--- src/rtl/decode_pkg.sv ---
// decode_pkg: shared opcode/func constants, ALU encodings, FSM states and the
// decoded-bundle record passed from the combinational decoder to the stage.
package decode_pkg;

  localparam logic [5:0] OP_SPECIAL = 6'h00;
  localparam logic [5:0] OP_J       = 6'h02;
  localparam logic [5:0] OP_JAL     = 6'h03;
  localparam logic [5:0] OP_BEQ     = 6'h04;
  localparam logic [5:0] OP_ADDI    = 6'h08;
  localparam logic [5:0] OP_ADDIU   = 6'h09;
  localparam logic [5:0] OP_LW      = 6'h23;
  localparam logic [5:0] OP_SW      = 6'h2B;

  localparam logic [5:0] FN_JR      = 6'h08;
  localparam logic [5:0] FN_ADD     = 6'h20;
  localparam logic [5:0] FN_ADDU    = 6'h21;

  // The bundle carries a wide ALU field; the top narrows it to ALUOP_W.
  localparam int ALUOP_MAX_W = 8;
  localparam logic [ALUOP_MAX_W-1:0] ALU_ADD = 8'd0;
  localparam logic [ALUOP_MAX_W-1:0] ALU_SUB = 8'd1;

  localparam logic [4:0] REG_ZERO = 5'd0;
  localparam logic [4:0] REG_RA   = 5'd31;

  typedef enum logic [1:0] {
    EMPTY  = 2'd0,
    FULL   = 2'd1,
    BUBBLE = 2'd2
  } state_t;

  typedef struct packed {
    logic [4:0]             rs;
    logic [4:0]             rt;
    logic [4:0]             dst;
    logic                   regWr;
    logic                   memRd;
    logic                   memWr;
    logic                   aluSrc;
    logic                   branch;
    logic                   jump;
    logic                   jr;
    logic                   link;
    logic                   illegal;
    logic [ALUOP_MAX_W-1:0] aluOp;
    logic [31:0]            imm32;
    logic [25:0]            imm26;
  } decoded_t;

  // Widen the 16-bit immediate either by sign or by zero extension.
  function automatic logic [31:0] extendImm(input logic [15:0] imm, input logic signExt);
    extendImm = signExt ? {{16{imm[15]}}, imm} : {16'h0000, imm};
  endfunction

endpackage

--- src/rtl/decode_comb.sv ---
// decode_comb: purely combinational opcode/func table producing a decoded_t.
// Anything not in the table decodes as illegal with every control bit clear.
module decode_comb
  import decode_pkg::*;
#(
  parameter int SIGN_EXT = 1
) (
  input  logic [31:0] instr_i,
  output decoded_t    dec_o
);

  logic [5:0] opcode;
  logic [5:0] func;
  logic       unusedShamt;

  assign opcode      = instr_i[31:26];
  assign func        = instr_i[5:0];
  assign unusedShamt = ^instr_i[10:6];

  // Table lookup: register fields and immediates always pass through, control
  // bits and destination are only set by recognised encodings.
  always_comb begin
    dec_o       = '0;
    dec_o.rs    = instr_i[25:21];
    dec_o.rt    = instr_i[20:16];
    dec_o.imm26 = instr_i[25:0];
    dec_o.imm32 = extendImm(instr_i[15:0], SIGN_EXT != 0);
    dec_o.aluOp = ALU_ADD;
    dec_o.dst   = REG_ZERO;
    case (opcode)
      OP_SPECIAL: begin
        case (func)
          FN_ADD, FN_ADDU: begin
            dec_o.regWr = 1'b1;
            dec_o.dst   = instr_i[15:11];
          end
          FN_JR: begin
            dec_o.jr = 1'b1;
          end
          default: begin
            dec_o.illegal = 1'b1;
          end
        endcase
      end
      OP_ADDI, OP_ADDIU: begin
        dec_o.aluSrc = 1'b1;
        dec_o.regWr  = 1'b1;
        dec_o.dst    = instr_i[20:16];
      end
      OP_LW: begin
        dec_o.aluSrc = 1'b1;
        dec_o.memRd  = 1'b1;
        dec_o.regWr  = 1'b1;
        dec_o.dst    = instr_i[20:16];
      end
      OP_SW: begin
        dec_o.aluSrc = 1'b1;
        dec_o.memWr  = 1'b1;
      end
      OP_BEQ: begin
        dec_o.branch = 1'b1;
        dec_o.aluOp  = ALU_SUB;
      end
      OP_J: begin
        dec_o.jump = 1'b1;
      end
      OP_JAL: begin
        dec_o.jump  = 1'b1;
        dec_o.link  = 1'b1;
        dec_o.regWr = 1'b1;
        dec_o.dst   = REG_RA;
      end
      default: begin
        dec_o.illegal = 1'b1;
      end
    endcase
  end

endmodule

--- src/rtl/decode_stage.sv ---
// decode_stage: one-entry registered decode stage with valid/ready handshake.
// Build option DECODE_HAZARD_DETECT_EN enables load-use hazard detection: a
// one-cycle BUBBLE is inserted and counted in a saturating stall counter.
// Without it, hazard is constant 0 and stall_count is tied to 0.
module decode_stage
  import decode_pkg::*;
#(
  parameter int ALUOP_W     = 3,
  parameter int STALL_CNT_W = 16,
  parameter int SIGN_EXT    = 1
) (
  input  logic                   clk,
  input  logic                   rst,
  input  logic                   flush,
  input  logic                   in_valid,
  output logic                   in_ready,
  input  logic [31:0]            instruction,
  input  logic [31:0]            pc,
  output logic                   out_valid,
  input  logic                   out_ready,
  output logic [31:0]            pc_out,
  output logic [4:0]             rs,
  output logic [4:0]             rt,
  output logic [4:0]             dst,
  output logic                   reg_wr,
  output logic                   mem_rd,
  output logic                   mem_wr,
  output logic                   alu_src,
  output logic                   branch,
  output logic                   jump,
  output logic                   jr,
  output logic                   link,
  output logic                   illegal,
  output logic [ALUOP_W-1:0]     alu_op,
  output logic [31:0]            imm32,
  output logic [25:0]            imm26,
  output logic [STALL_CNT_W-1:0] stall_count
);

  state_t   state_q;
  state_t   state_d;
  decoded_t bundle_q;
  decoded_t decoded;
  logic [31:0] pc_q;
  logic        hazard;
  logic        accept;

  decode_comb #(
    .SIGN_EXT(SIGN_EXT)
  ) u_decode_comb (
    .instr_i(instruction),
    .dec_o  (decoded)
  );

  assign out_valid = (state_q == FULL);
  assign in_ready  = !rst && !flush && !hazard && (!out_valid || out_ready);
  assign accept    = in_valid && in_ready;

`ifdef DECODE_HAZARD_DETECT_EN
  logic                   enterBubble;
  logic [STALL_CNT_W-1:0] stallCount_q;

  // Load-use: the held load is leaving now and the new instruction reads its result.
  assign hazard = in_valid && out_valid && out_ready && bundle_q.memRd &&
                  (bundle_q.dst != REG_ZERO) &&
                  ((bundle_q.dst == instruction[25:21]) || (bundle_q.dst == instruction[20:16]));

  assign enterBubble = (state_q == FULL) && hazard && !flush;

  // Saturating count of inserted bubbles; flush never counts since it cancels the bubble.
  always_ff @(posedge clk) begin
    if (rst) begin
      stallCount_q <= '0;
    end else if (enterBubble && (stallCount_q != '1)) begin
      stallCount_q <= stallCount_q + STALL_CNT_W'(1);
    end
  end

  assign stall_count = stallCount_q;
`else
  assign hazard      = 1'b0;
  assign stall_count = '0;
`endif

  // Next-state logic for the output register; flush takes priority over everything.
  always_comb begin
    state_d = state_q;
    case (state_q)
      EMPTY: begin
        if (accept) state_d = FULL;
      end
      FULL: begin
        if (hazard) begin
          state_d = BUBBLE;
        end else if (out_ready) begin
          state_d = accept ? FULL : EMPTY;
        end
      end
      BUBBLE: begin
        state_d = accept ? FULL : EMPTY;
      end
      default: begin
        state_d = EMPTY;
      end
    endcase
    if (flush) state_d = EMPTY;
  end

  // State and payload registers; payload only changes on accept so it holds under backpressure.
  always_ff @(posedge clk) begin
    if (rst) begin
      state_q  <= EMPTY;
      bundle_q <= '0;
      pc_q     <= '0;
    end else begin
      state_q <= state_d;
      if (accept) begin
        bundle_q <= decoded;
        pc_q     <= pc;
      end
    end
  end

  assign pc_out  = pc_q;
  assign rs      = bundle_q.rs;
  assign rt      = bundle_q.rt;
  assign dst     = bundle_q.dst;
  assign reg_wr  = bundle_q.regWr;
  assign mem_rd  = bundle_q.memRd;
  assign mem_wr  = bundle_q.memWr;
  assign alu_src = bundle_q.aluSrc;
  assign branch  = bundle_q.branch;
  assign jump    = bundle_q.jump;
  assign jr      = bundle_q.jr;
  assign link    = bundle_q.link;
  assign illegal = bundle_q.illegal;
  assign alu_op  = ALUOP_W'(bundle_q.aluOp);
  assign imm32   = bundle_q.imm32;
  assign imm26   = bundle_q.imm26;

endmodule

--- config.mk ---
export PLATFORM = sky130hd
export DESIGN_NAME = decode_stage
export DESIGN_NICKNAME = d
export VERILOG_FILES = /design/src/rtl/decode_pkg.sv /design/src/rtl/decode_comb.sv /design/src/rtl/decode_stage.sv
export SDC_FILE = /design/constraint.sdc
export NUM_CORES = 1
export LEC_CHECK = 0
export CAP_MARGIN = 10
export CORE_MARGIN = 2
export CORE_UTILIZATION = 55
export DETAILED_ROUTE_END_ITERATION = 16
export DONT_BUFFER_PORTS = 1
export HOLD_SLACK_MARGIN = 0.03
export PLACE_DENSITY = 0.7
export SLEW_MARGIN = 20
export SYNTH_ARGS = -nofsm -noshare
export SYNTH_HDL_FRONTEND = slang
export SYNTH_SLANG_ARGS = --single-unit
--- constraint.sdc ---
create_clock -name clk -period 5.15 [get_ports clk]
set_input_delay 1.03 -clock clk [delete_from_list [all_inputs] [get_ports clk]]
set_output_delay 1.03 -clock clk [all_outputs]
set_load 0.02 [all_outputs]
======== After elaboration in Yosys (flattened, before gate mapping) ========
Index checks and enable logic that the tools add are counted.
word-level totals
  bits in registers ....................... 101
  bits of input ports ..................... 69
  output and inout bits ................... 135
  word-level logic and storage cells ...... 65
cells by class
  eq/ne operators ......................... 14
  muxes and demuxes ....................... 17
  reductions and logical operators ........ 17
operators by type and width
  kind                  number
  $eq A6 B6 Y1 const B  4
  $eq A6 B4 Y1 const B  3
  $pmux W6 S3           1
  $eq A6 B2 Y1 const B  2
  $mux W1               11
  $reduce_or A7 Y1      1
  $eq A6 B3 Y1 const B  1
  $logic_not A6 Y1      1
  $mux W6               1
  $pmux W2 S3           1
  $reduce_or A2 Y1      3
  $reduce_or A3 Y1      2
  $mux W2               2
  $reduce_or A4 Y1      1
  $logic_and A1 B1 Y1   3
  $logic_not A1 Y1      3
  $eq A2 B1 Y1 const B  1
  $eq A2 B2 Y1 const B  1
  $logic_not A2 Y1      1
  $ne A2 B1 Y1 const B  1
  $ne A2 B2 Y1 const B  1
  $pmux W1 S2           1
  $reduce_and A2 Y1     1
  $logic_or A1 B1 Y1    1

======== Longest topological paths before layout ========
Gate-level depths: netlist of run 1.
  word-level depth ........................ 8
  depth in mapped cells ................... 7
  gate-level depth less buffers ........... 4

======== Cells and area by module ========
From an unflattened synthesis of run 1, not the netlist that was laid out.
unflattened totals
  cells, all modules ...................... 511
  area total of the unflattened synthesis .. 5662.9 um^2
by module, submodules not included
  module        instances  cells an instance  area an instance (um^2)  seq. area each (um^2)
  decode_stage  1          400                4834.6                   2362.3
  decode_comb   1          111                828.3                    0.0

======== Least setup slack after synthesis of run 1 ========
OpenSTA, ideal clock, no wires.
  path type ............................... input-to-output
  start ................................... in rst
  end ..................................... out in_ready
  arrival ................................. 1.717 ns
  data required time ...................... 4.120 ns
  setup slack ............................. 2.403 ns
  stages .................................. 2
  buffers on the path ..................... 1
  cells stage by stage .................... clkbuf_1 -> nor3_1
on the way
  word-level cells in the longest chain between the ends .. 3
ends and longest elaborated chain
  item                               line                source
  from (decl)                        decode_stage.sv:13  input logic rst,
  $logic_not A1 Y1                   decode_stage.sv:56  assign in_ready = !rst && !flush && !hazard && (!out_valid || out_ready);
  $logic_and A1 B1 Y1 (2 in series)  decode_stage.sv:56
  to (decl)                          decode_stage.sv:16  output logic in_ready,
Every way passes these cells.

======== Final worst setup path of run 1 ========
  start ................................... in flush
  end ..................................... reg bundle_q (netlist bit dst[2])
on the way
  word-level cells in the longest chain between the ends .. 4
ends and longest elaborated chain
  item                               line                 source
  from (decl)                        decode_stage.sv:14   input logic flush,
  $logic_not A1 Y1                   decode_stage.sv:56
  $logic_and A1 B1 Y1 (2 in series)  decode_stage.sv:56
  $logic_and A1 B1 Y1                decode_stage.sv:57   assign accept = in_valid && in_ready;
  to (signal assigned)               decode_stage.sv:118  bundle_q <= decoded;
  to (decl)                          decode_stage.sv:42   decoded_t bundle_q;
Every way passes these cells.
A chain may end at the register's enable or synchronous reset.

==> results.py, run 1 <==
metrics = {
    "status": {
        "outcome": "finished clean",
    },
    "sta": {
        "clock_skew_ns": 0.00591,
        "finalCritPeriodShare_pct": 51.1,
        "fmax_mhz": 380,
        "grt_setup_unrepaired": "no",
        "tightest_slew_ns": 1.02,
        "fin_crit_ns": 2.63,
        "slew_headroom_pct": 32.1,
        "setup-tns-final_ns": 0,
        "setup_viol": 0,
        "hold_viol": 0,
        "slew_viol_final": 0,
    },
    "worst_setup_path": {
        "r2r_slack_ns": 2.73,
        "r2r-start": "state_q[0]",
        "endpoint_kind": "flip-flop",
        "crit_type": "in2reg",
        "crit_slowest_cell": "or4b_2",
        "cp.depth": 3,
        "critPathBufInv": 0,
        "cp-start-kind": "input port",
        "critPathLaunch": "flush",
        "crit_family": "simple AND/OR/NAND/NOR gates",
        "crit_end": "dst[2]",
        "rr_worst_depth": 4,
        "worst_path_largest_cell_delay_ns": 1.01,
        "worst_ep_arrival_time_ns": 2.86,
        "reg2reg_to": "dst[2]",
        "crit_fanout": 33,
        "cp_cell_sequence": "or4b_2 -> or3_4 -> a221oi_1",
        "required_ns": 5.38,
    },
    "floorplanning": {
        "die_w_um": 80.9,
        "fp-row-count": 28,
        "die_area_um2": 6550,
        "dieHeight_um": 80.9,
        "ioPinCount": 204,
        "start_util_pct": 55.9,
        "core_area_um2": 5820,
    },
    "cts": {
        "hold_buffers": 0,
        "clock-root-buffer": "clkbuf_8",
        "worstSkewPairLatency_ns": 0.32,
        "clkTransAtPathRegs_ns": 0.07,
        "cts_buffers": 9,
        "cts_tree": "yes",
        "clock-sinks": 73,
        "htreeDepth": 3,
        "clockBufferDepth": 2,
        "cts_resized": 0,
        "cts_setup_buffers": 0,
    },
    "logic_synthesis": {
        "synth_area_um2": 3250,
        "synth.distinct_cells": 31,
        "avgSynthCellArea_um2": 7.80,
        "synthArstFlopShare_pct": 0,
        "synth_edf_count": 0,
        "syn_inst": 417,
        "synth_ff_type": "dfxtp_1",
        "yosysWarnings": 0,
        "ys_ff_latch": 73,
        "yosysSeqAreaShare_pct": 44.9,
    },
    "placed_design": {
        "port_buffers": 0,
        "place_congestion": 0.715,
        "dpl.hpwl_um": 4630,
        "dp.cells": 421,
    },
    "final_layout": {
        "final_cells": 434,
        "nets": 426,
        "diodes": 0,
        "multi_input_area_um2": 1290,
        "drive_gt1_share_pct": 5.29,
        "fillerInstances": 612,
        "syn_to_final_growth_pct": -7.19,
        "seqCellArea_um2": 1470,
    },
    "flow_run": {
        "drv_cap": 0,
    },
    "drt": {
        "wl_um": 6830,
        "detail-route-antenna-nets": 0,
        "vias": 2378,
        "wl_per_cell_um": 15.7,
        "via_per_inst": 5.48,
        "dr.first_iter.drc_count": 115,
        "drc": 0,
        "dr.pass1.iters": 4,
    },
    "worst_hold_path": {
        "worst_hold_path.num_cells": 2,
        "hold_path_class": "reg2reg",
    },
    "grt": {
        "globalRouteTotalUtil_pct": 20.5,
        "grt_max_degree": 77,
        "grt_pass1_vias": 2195,
        "antenna_found_initial": 0,
        "grt_pass1_wl_um": 10400,
        "grt-ovfl-total": 0,
    },
    "power_and_ir_drop": {
        "p_total_mw": 1.05,
        "irDropWorstVdd_v": 0.000174,
        "p_leak_nw": 0.996,
        "p_per_area_nw_per_um2": 347,
    },
}
==> power by group <==
| group | leakage, nW | internal [mW] | switching (mW) | total [mW] |
|---|---|---|---|---|
| clock | 0.0782 | 0.180 | 0.184 | 0.364 |
| sequential | 0.593 | 0.581 | 0.0474 | 0.628 |
| combinational | 0.324 | 0.0180 | 0.0393 | 0.0574 |
==> worst min-delay path by stage <==
stage | endpoint | start | slack [ns]
2_1_floorplan | mem_wr | mem_wr | 0.53
3_3_place_gp | mem_rd | mem_rd | 0.54
3_5_place_dp | jump | jump | 0.54
4_1_cts | jump | jump | 0.55
5_1_grt | pc_out[16] | pc_out[16] | 0.57
6_report | jump | jump | 0.55
==> cell usage in the layout, fill, tap and decap left out, types with 2 or more instances in the layout <==
master	netlist	final
nand4b_1	2	2
conb_1	1	18
a211oi_1	3	3
nor3_1	5	5
and4b_1	2	2
nor2b_1	2	2
a221oi_1	10	10
buf_4	61	2
dfxtp_1	73	72
clkbuf_1	27	2
a21oi_1	67	67
nand2_1	136	136
nand3_1	3	3
clkbuf_8	0	10
nor2_1	6	6
nor4_1	2	2
==> cell usage after synthesis (2+ instances only) <==
cell type / instances / area (um2)
buf_4: 61 / 458
clkbuf_1: 27 / 101
a21oi_1: 67 / 335
nand4b_1: 2 / 17.5
buf_2: 2 / 10.0
nand3_1: 3 / 15.0
nor4_1: 2 / 12.5
nor2b_1: 2 / 12.5
dfxtp_1: 73 / 1460
and4b_1: 2 / 20.0
a211oi_1: 3 / 22.5
nand2_1: 136 / 510
nor2_1: 6 / 22.5
nor3_1: 5 / 25.0
a221oi_1: 10 / 87.6
==> routing by layer <==
metal | share of wire [%] | global-route usage [%] | wire [um] | vias up
met1 | 40 | 24.5 | 2760 | 1101
met4 | 0.95 | 7.80 | 65 | 0
met2 | 49 | 33.6 | 3330 | 99
met5 | 0 | 0 | 0 | -
met3 | 9.8 | 7.56 | 671 | 8
li1 | - | - | - | 1170
==> cells by family (layout without fill, tap and decap cells) <==
family,after synthesis,after routing,share of synthesized area (%)
other,1,18,0.115
AOI/OAI and AO/OA,82,82,14.1
DFF,73,73,44.9
buffers and inverters,90,15,17.5
and+or+nand+nor,170,170,23.0
muxes,1,1,0.308
==> state kept, by name (all words and copies together), names as in the netlist <==
signal   cells
jump         1
imm32       15
rs           4
pc_out      32
jr           1
rt           4
mem_rd       1
alu_src      1
dst          5
mem_wr       1
alu_op       1
reg_wr       1
link         1
state_q      1
imm26        3
illegal      1
==> area by class of cell <==
type	instances	area share (%)
Clock buffer	12	4.81
Clock inverter	1	0.166
Multi-Input combinational cell	271	42.9
Sequential cell	73	48.5
Tap cell	75	3.11
Timing Repair Buffer	2	0.497
==> per-stage QoR <==
step	util, %	hold WS, ns	instance area, um2	setup WS [ns]
CTS	51.9	0.551	3020	2.51
floorplan	-	0.530	3320	2.40
detailed placement	49.3	0.541	2870	2.17
finish	51.9	0.550	3020	2.52
global route	51.9	0.567	3020	2.47
global placement	49.3	0.538	2870	2.22
==> worst reg2reg max path: stages (launching register included) <==
cell and delay, ns:
dfxtp_1 0.38, nor2b_4 0.17, or4b_2 0.96, or3_4 0.55, a221oi_1 0.27
Power figures use the tool's default switching activity.
==> run 2: changes to the inputs <==
Clock period 5.15 ns to 2.7 ns, I/O delays scaled along.
==> run 2 against run 1 <==
Via count up 0.25%. Global-route usage grew 0.16 points. Utilization up 1.6 points. Critical endpoint unchanged.
==> results.py, run 2 (same netlist as run 1, synthesis figures left out) <==
metrics = {
    "status": {
        "outcome": "finished clean",
    },
    "final_layout": {
        "layout_commonest_cell": "nand2_1",
        "nets": 428,
        "final_cell_mix": "136 x nand2_1, 72 x dfxtp_1, 67 x a21oi_1, 18 x conb_1, 12 x clkbuf_8",
        "diodes": 0,
        "final_cell_area_um2": 3110,
        "drive_gt1_share_pct": 7.14,
        "largest_register_ffs": 32,
        "final_cells": 439,
        "syn_to_final_growth_pct": -4.35,
    },
    "floorplanning": {
        "ioPinCount": 204,
        "dieHeight_um": 80.9,
        "core_area_um2": 5820,
        "fp-row-count": 28,
        "die_area_um2": 6550,
        "die_w_um": 80.9,
        "start_util_pct": 55.9,
    },
    "drt": {
        "detail-route-antenna-nets": 0,
        "dr.first_iter.drc_count": 122,
        "highest_layer": "met4",
        "wl_um": 6880,
        "m1WireLength_um": 2700,
        "dr.pass1.iters": 4,
        "via_per_inst": 5.43,
        "met2WireLength_um": 3370,
        "vias": 2384,
        "drc": 0,
        "wl_per_cell_um": 15.7,
        "wl_met3_um": 757,
    },
    "worst_hold_path": {
        "hold_path_class": "in2reg",
    },
    "worst_setup_path": {
        "crit_type": "reg2reg",
        "endpoint_kind": "flip-flop",
        "worst_ep_arrival_time_ns": 2.40,
        "required_ns": 2.90,
        "cp-start-kind": "flip-flop",
        "crit_fanout": 76,
    },
    "cts": {
        "cts_buffers": 9,
        "cts_tree": "yes",
        "clock-root-buffer": "clkbuf_8",
        "worstSkewPairLatency_ns": 0.33,
        "clkTransAtPathRegs_ns": 0.08,
        "cts_setup_buffers": 0,
        "clock-sinks": 73,
        "cts_resized": 0,
        "htreeDepth": 3,
        "hold_buffers": 0,
        "clockBufferDepth": 2,
    },
    "power_and_ir_drop": {
        "irDropWorstVdd_v": 0.000391,
        "p_per_area_nw_per_um2": 707,
        "p_leak_nw": 1.04,
    },
    "sta": {
        "setup-tns-final_ns": 0,
        "finalCritPeriodShare_pct": 81.6,
        "hold_viol": 0,
        "setup_viol": 0,
        "clock_skew_ns": 0.00999,
        "fin_crit_ns": 2.20,
        "slew_viol_final": 0,
        "slew_headroom_pct": 51.2,
        "tightest_slew_ns": 0.726,
        "grt_setup_unrepaired": "no",
        "fmax_mhz": 454,
    },
    "grt": {
        "grt_max_degree": 77,
        "grt_pass1_wl_um": 10500,
        "grt-ovfl-total": 0,
        "grt_pass1_vias": 2194,
        "antenna_found_initial": 0,
        "globalRouteTotalUtil_pct": 20.7,
    },
    "placed_design": {
        "dpl_cell_area_um2": 2900,
        "dpl.hpwl_um": 4650,
        "port_buffers": 0,
        "place_congestion": 0.705,
        "dp.cells": 423,
    },
    "flow_run": {
        "drv_cap": 0,
    },
}
## run 2: cell count changes in the layout (fill, tap and decap cells not counted), sizes merged
cell      before  now
buf            2    4
clkinvlp       0    2
bufinv         0    1
## run 2: critical path: stages (launching register included)
cell and delay, ns:
dfxtp_1 0.38, nor2b_4 0.17, or4b_2 0.63, buf_4 0.36, a221oi_1 0.38, a221oi_1 0.11
## run 2: worst paths after layout
kind	start	to	slack, ns	cells past startpoint
worst min register to register	imm26[15]	imm26[15]	0.50	2
worst max-delay path	state_q[0]	dst[2]	0.50	5
worst max register to register	state_q[0]	dst[2]	0.50	5
worst min-delay path	flush	state_q[0]	0.28	1
## run 2: per-stage QoR
step           power (mW)  util [%]  setup WS, ns  hold slack [ns]
6_report             2.20      53.5         0.496            0.275
5_1_grt              2.29      53.5         0.347            0.248
3_5_place_dp         1.34      49.8         0.437            0.487
2_1_floorplan        1.38         -         0.784            0.530
4_1_cts              2.23      53.5         0.485            0.250
3_3_place_gp         1.33      49.8         0.487            0.474
## run 2: routing by layer
layer	track usage, %	up-vias
li1	-	1178
met1	23.4	1095
met2	34.9	106
met3	8.11	5
met4	8.14	0
met5	0	-
## run 2: power breakdown
group / switching, mW / leakage (nW) / internal (mW)
clock network: 0.391 / 0.105 / 0.501
logic: 0.0882 / 0.338 / 0.0370
registers: 0.0772 / 0.593 / 1.11
total: 0.557 / 1.04 / 1.64
## run 2: final cells by class
cell class              count  area, um2
flip-flops and latches     73       1470
clock buffers              12        165
repair buffers              4       42.5
multi-input cells         271       1290
fillers                   580       2700
well taps                  75       93.8
clock inverters             4       50.0
==> RTL change: new RTL, flow settings as in run 2 <==
The option `DECODE_HAZARD_DETECT_EN` is turned on by a define.
--- a/src/rtl/decode_stage.sv
+++ b/src/rtl/decode_stage.sv
@@ -4,2 +4,4 @@
 // Without it, hazard is constant 0 and stall_count is tied to 0.
+`define DECODE_HAZARD_DETECT_EN
+
 module decode_stage
Function: changed (a bounded check fails within 4 cycles, from zero or initial values and one cycle with rst high).
==> RTL change against run 2 <==
Area after synthesis is 27% higher; non-clock buffer count rose by 11; die area is 26% higher; routed wire length grew 39%; final area is 33% higher; global-route usage rose by 2.5 points; setup slack got worse by 0.30 ns; power grew 7.3%; fmax down 12%; sequential cell count up 17; sequential share of layout area decreased by 3.4 points; largest cell class is now multi-input gates; largest power group unchanged.
==> RTL change: results <==
metrics = {
    "critical_path": {
        "crit_slowest_cell": "sky130_fd_sc_hd__or4_1",
        "critPathMaxStageDelay_ns": 0.56,
        "timing.rr.end": "stall_count[3]$_SDFFE_PP0P_",
        "reg2regPathDepth": 6,
        "r2r_start": "dst[0]$_SDFFE_PP0P_",
        "setup.worst_path.end": "in_ready",
        "critical_path_class": "reg -> out",
        "critPathMaxFanout": 5,
        "r2r_slack_ns": 0.23,
    },
    "sta": {
        "period_utilization_post_route_pct": 92.8,
        "worst_clock_skew_ns": 0.00944,
        "worstMarginPinSlew_ns": 1.03,
    },
    "finish": {
        "nFillCells": 717,
        "final_core_utilization_pct": 56.7,
        "post_route_cells_drive_above_1_share_pct": 8.96,
        "post_layout_instance_count_excluding_filler_cells": 579,
        "nNetsFinal": 546,
        "flip_flop_count_of_the_largest_register_all_copies_and_words_added": 32,
    },
    "place": {
        "dp.final_hpwl_mm": 6.87,
        "numPortBuffers": 0,
        "post-place-cells": 564,
        "dpl_cell_area_mm2": 0.00397,
        "dpl_worst_slack_ns": 0.120,
        "routabilityCongestion": 0.794,
    },
    "detailed_routing": {
        "dr.first_iter.drc_count": 150,
        "finalWirelength_mm": 9.57,
        "wl_met2_mm": 4.74,
        "post_drt_via_cell_ratio": 5.64,
        "top_layer": "met4",
        "detailroute.wirelength.met3_um": 853,
        "wl_met1_mm": 3.87,
        "drt_pre_antenna_iters": 4,
    },
    "clocking": {
        "clkLatencyLatePin_ns": 0.35,
        "numCtsBuffers": 9,
        "ctsResizeCount": 0,
        "path_clk_slew_ns": 0.09,
    },
    "global_route": {
        "grt.met1_usage_pct": 25.3,
        "grt_use_met3_pct": 10.6,
        "total_global_route_track_usage_pct": 23.2,
        "first_global_vias": 3225,
        "grt_pass1_wl_mm": 15.5,
        "grt_max_degree": 103,
        "met2_usage_pct": 39.6,
    },
    "power": {
        "power_per_cell_area_mw_per_mm2": 571,
        "peakVddDrop_mv": 0.314,
        "sequential_power_share_pct": 61.2,
        "power.share.switching_pct": 26.5,
        "comb_power_share_pct": 4.8,
        "cellLeakagePower_nw": 1.42,
    },
    "logic_synthesis": {
        "synth_top_cells_by_area": "sky130_fd_sc_hd__dfxtp_1 43%, sky130_fd_sc_hd__nand2_1 13%, sky130_fd_sc_hd__a21oi_1 8.6%",
        "post_synth.cell_area_avg_um2": 7.90,
        "ys_types": 43,
        "synth_top_cells_by_count": "143 x sky130_fd_sc_hd__nand2_1, 90 x sky130_fd_sc_hd__dfxtp_1, 71 x sky130_fd_sc_hd__a21oi_1",
        "synth_sequential_area_ratio_pct": 43.5,
        "ys_async_sr_fraction_pct": 0,
    },
    "outcome": {
        "run_status": "finished clean",
    },
    "min_path": {
        "min_path_type": "in -> reg",
    },
}
RTL change: cell types whose count changed after synthesis, moves of 7 or more:
cell,delta
sky130_fd_sc_hd__nand3_1,+13
sky130_fd_sc_hd__nor2b_1,+8
sky130_fd_sc_hd__nand2_1,+7
sky130_fd_sc_hd__dfxtp_1,+17
sky130_fd_sc_hd__buf_4,-16
sky130_fd_sc_hd__xnor2_1,+11
sky130_fd_sc_hd__a221oi_1,-10
sky130_fd_sc_hd__nor2_1,+10
sky130_fd_sc_hd__mux2_2,+8
sky130_fd_sc_hd__nand3b_1,+7
sky130_fd_sc_hd__or3_1,+7
RTL change: worst min-delay path by stage:
stage | startpoint | to | slack (ns) | depth (start not counted)
3_5_place_dp | state_q[1]$_SDFFE_PP0P_ | state_q[0]$_SDFFE_PP0P_ | 0.49 | 1
3_3_place_gp | state_q[1]$_SDFFE_PP0P_ | state_q[0]$_SDFFE_PP0P_ | 0.46 | 1
6_report | rst | pc_out[12]$_SDFFE_PP0P_ | 0.25 | 1
5_1_grt | rst | pc_out[7]$_SDFFE_PP0P_ | 0.22 | 1
4_1_cts | rst | stall_count[14]$_SDFFE_PP0P_ | 0.23 | 1
2_1_floorplan | state_q[1]$_SDFFE_PP0P_ | state_q[0]$_SDFFE_PP0P_ | 0.44 | 1
RTL change: cells by family after synthesis:
| group | synth area share (%) |
|---|---|
| compound gates | 13.3 |
| xor+xnor | 2.32 |
| fa+ha+maj | 0.302 |
| buf+inv | 11.6 |
| flops | 43.5 |
| mux | 2.41 |
| other cells | 0.0905 |
| simple gates | 26.4 |
RTL change: final cells by class:
class	instances	share of cell area (%)
tap	99	3.00
inverter	3	0.272
multi-input combinational	357	45.4
sequential	90	43.7
timing repair buffer	15	3.63
clock buffer	9	3.00
clock inverter	6	1.03
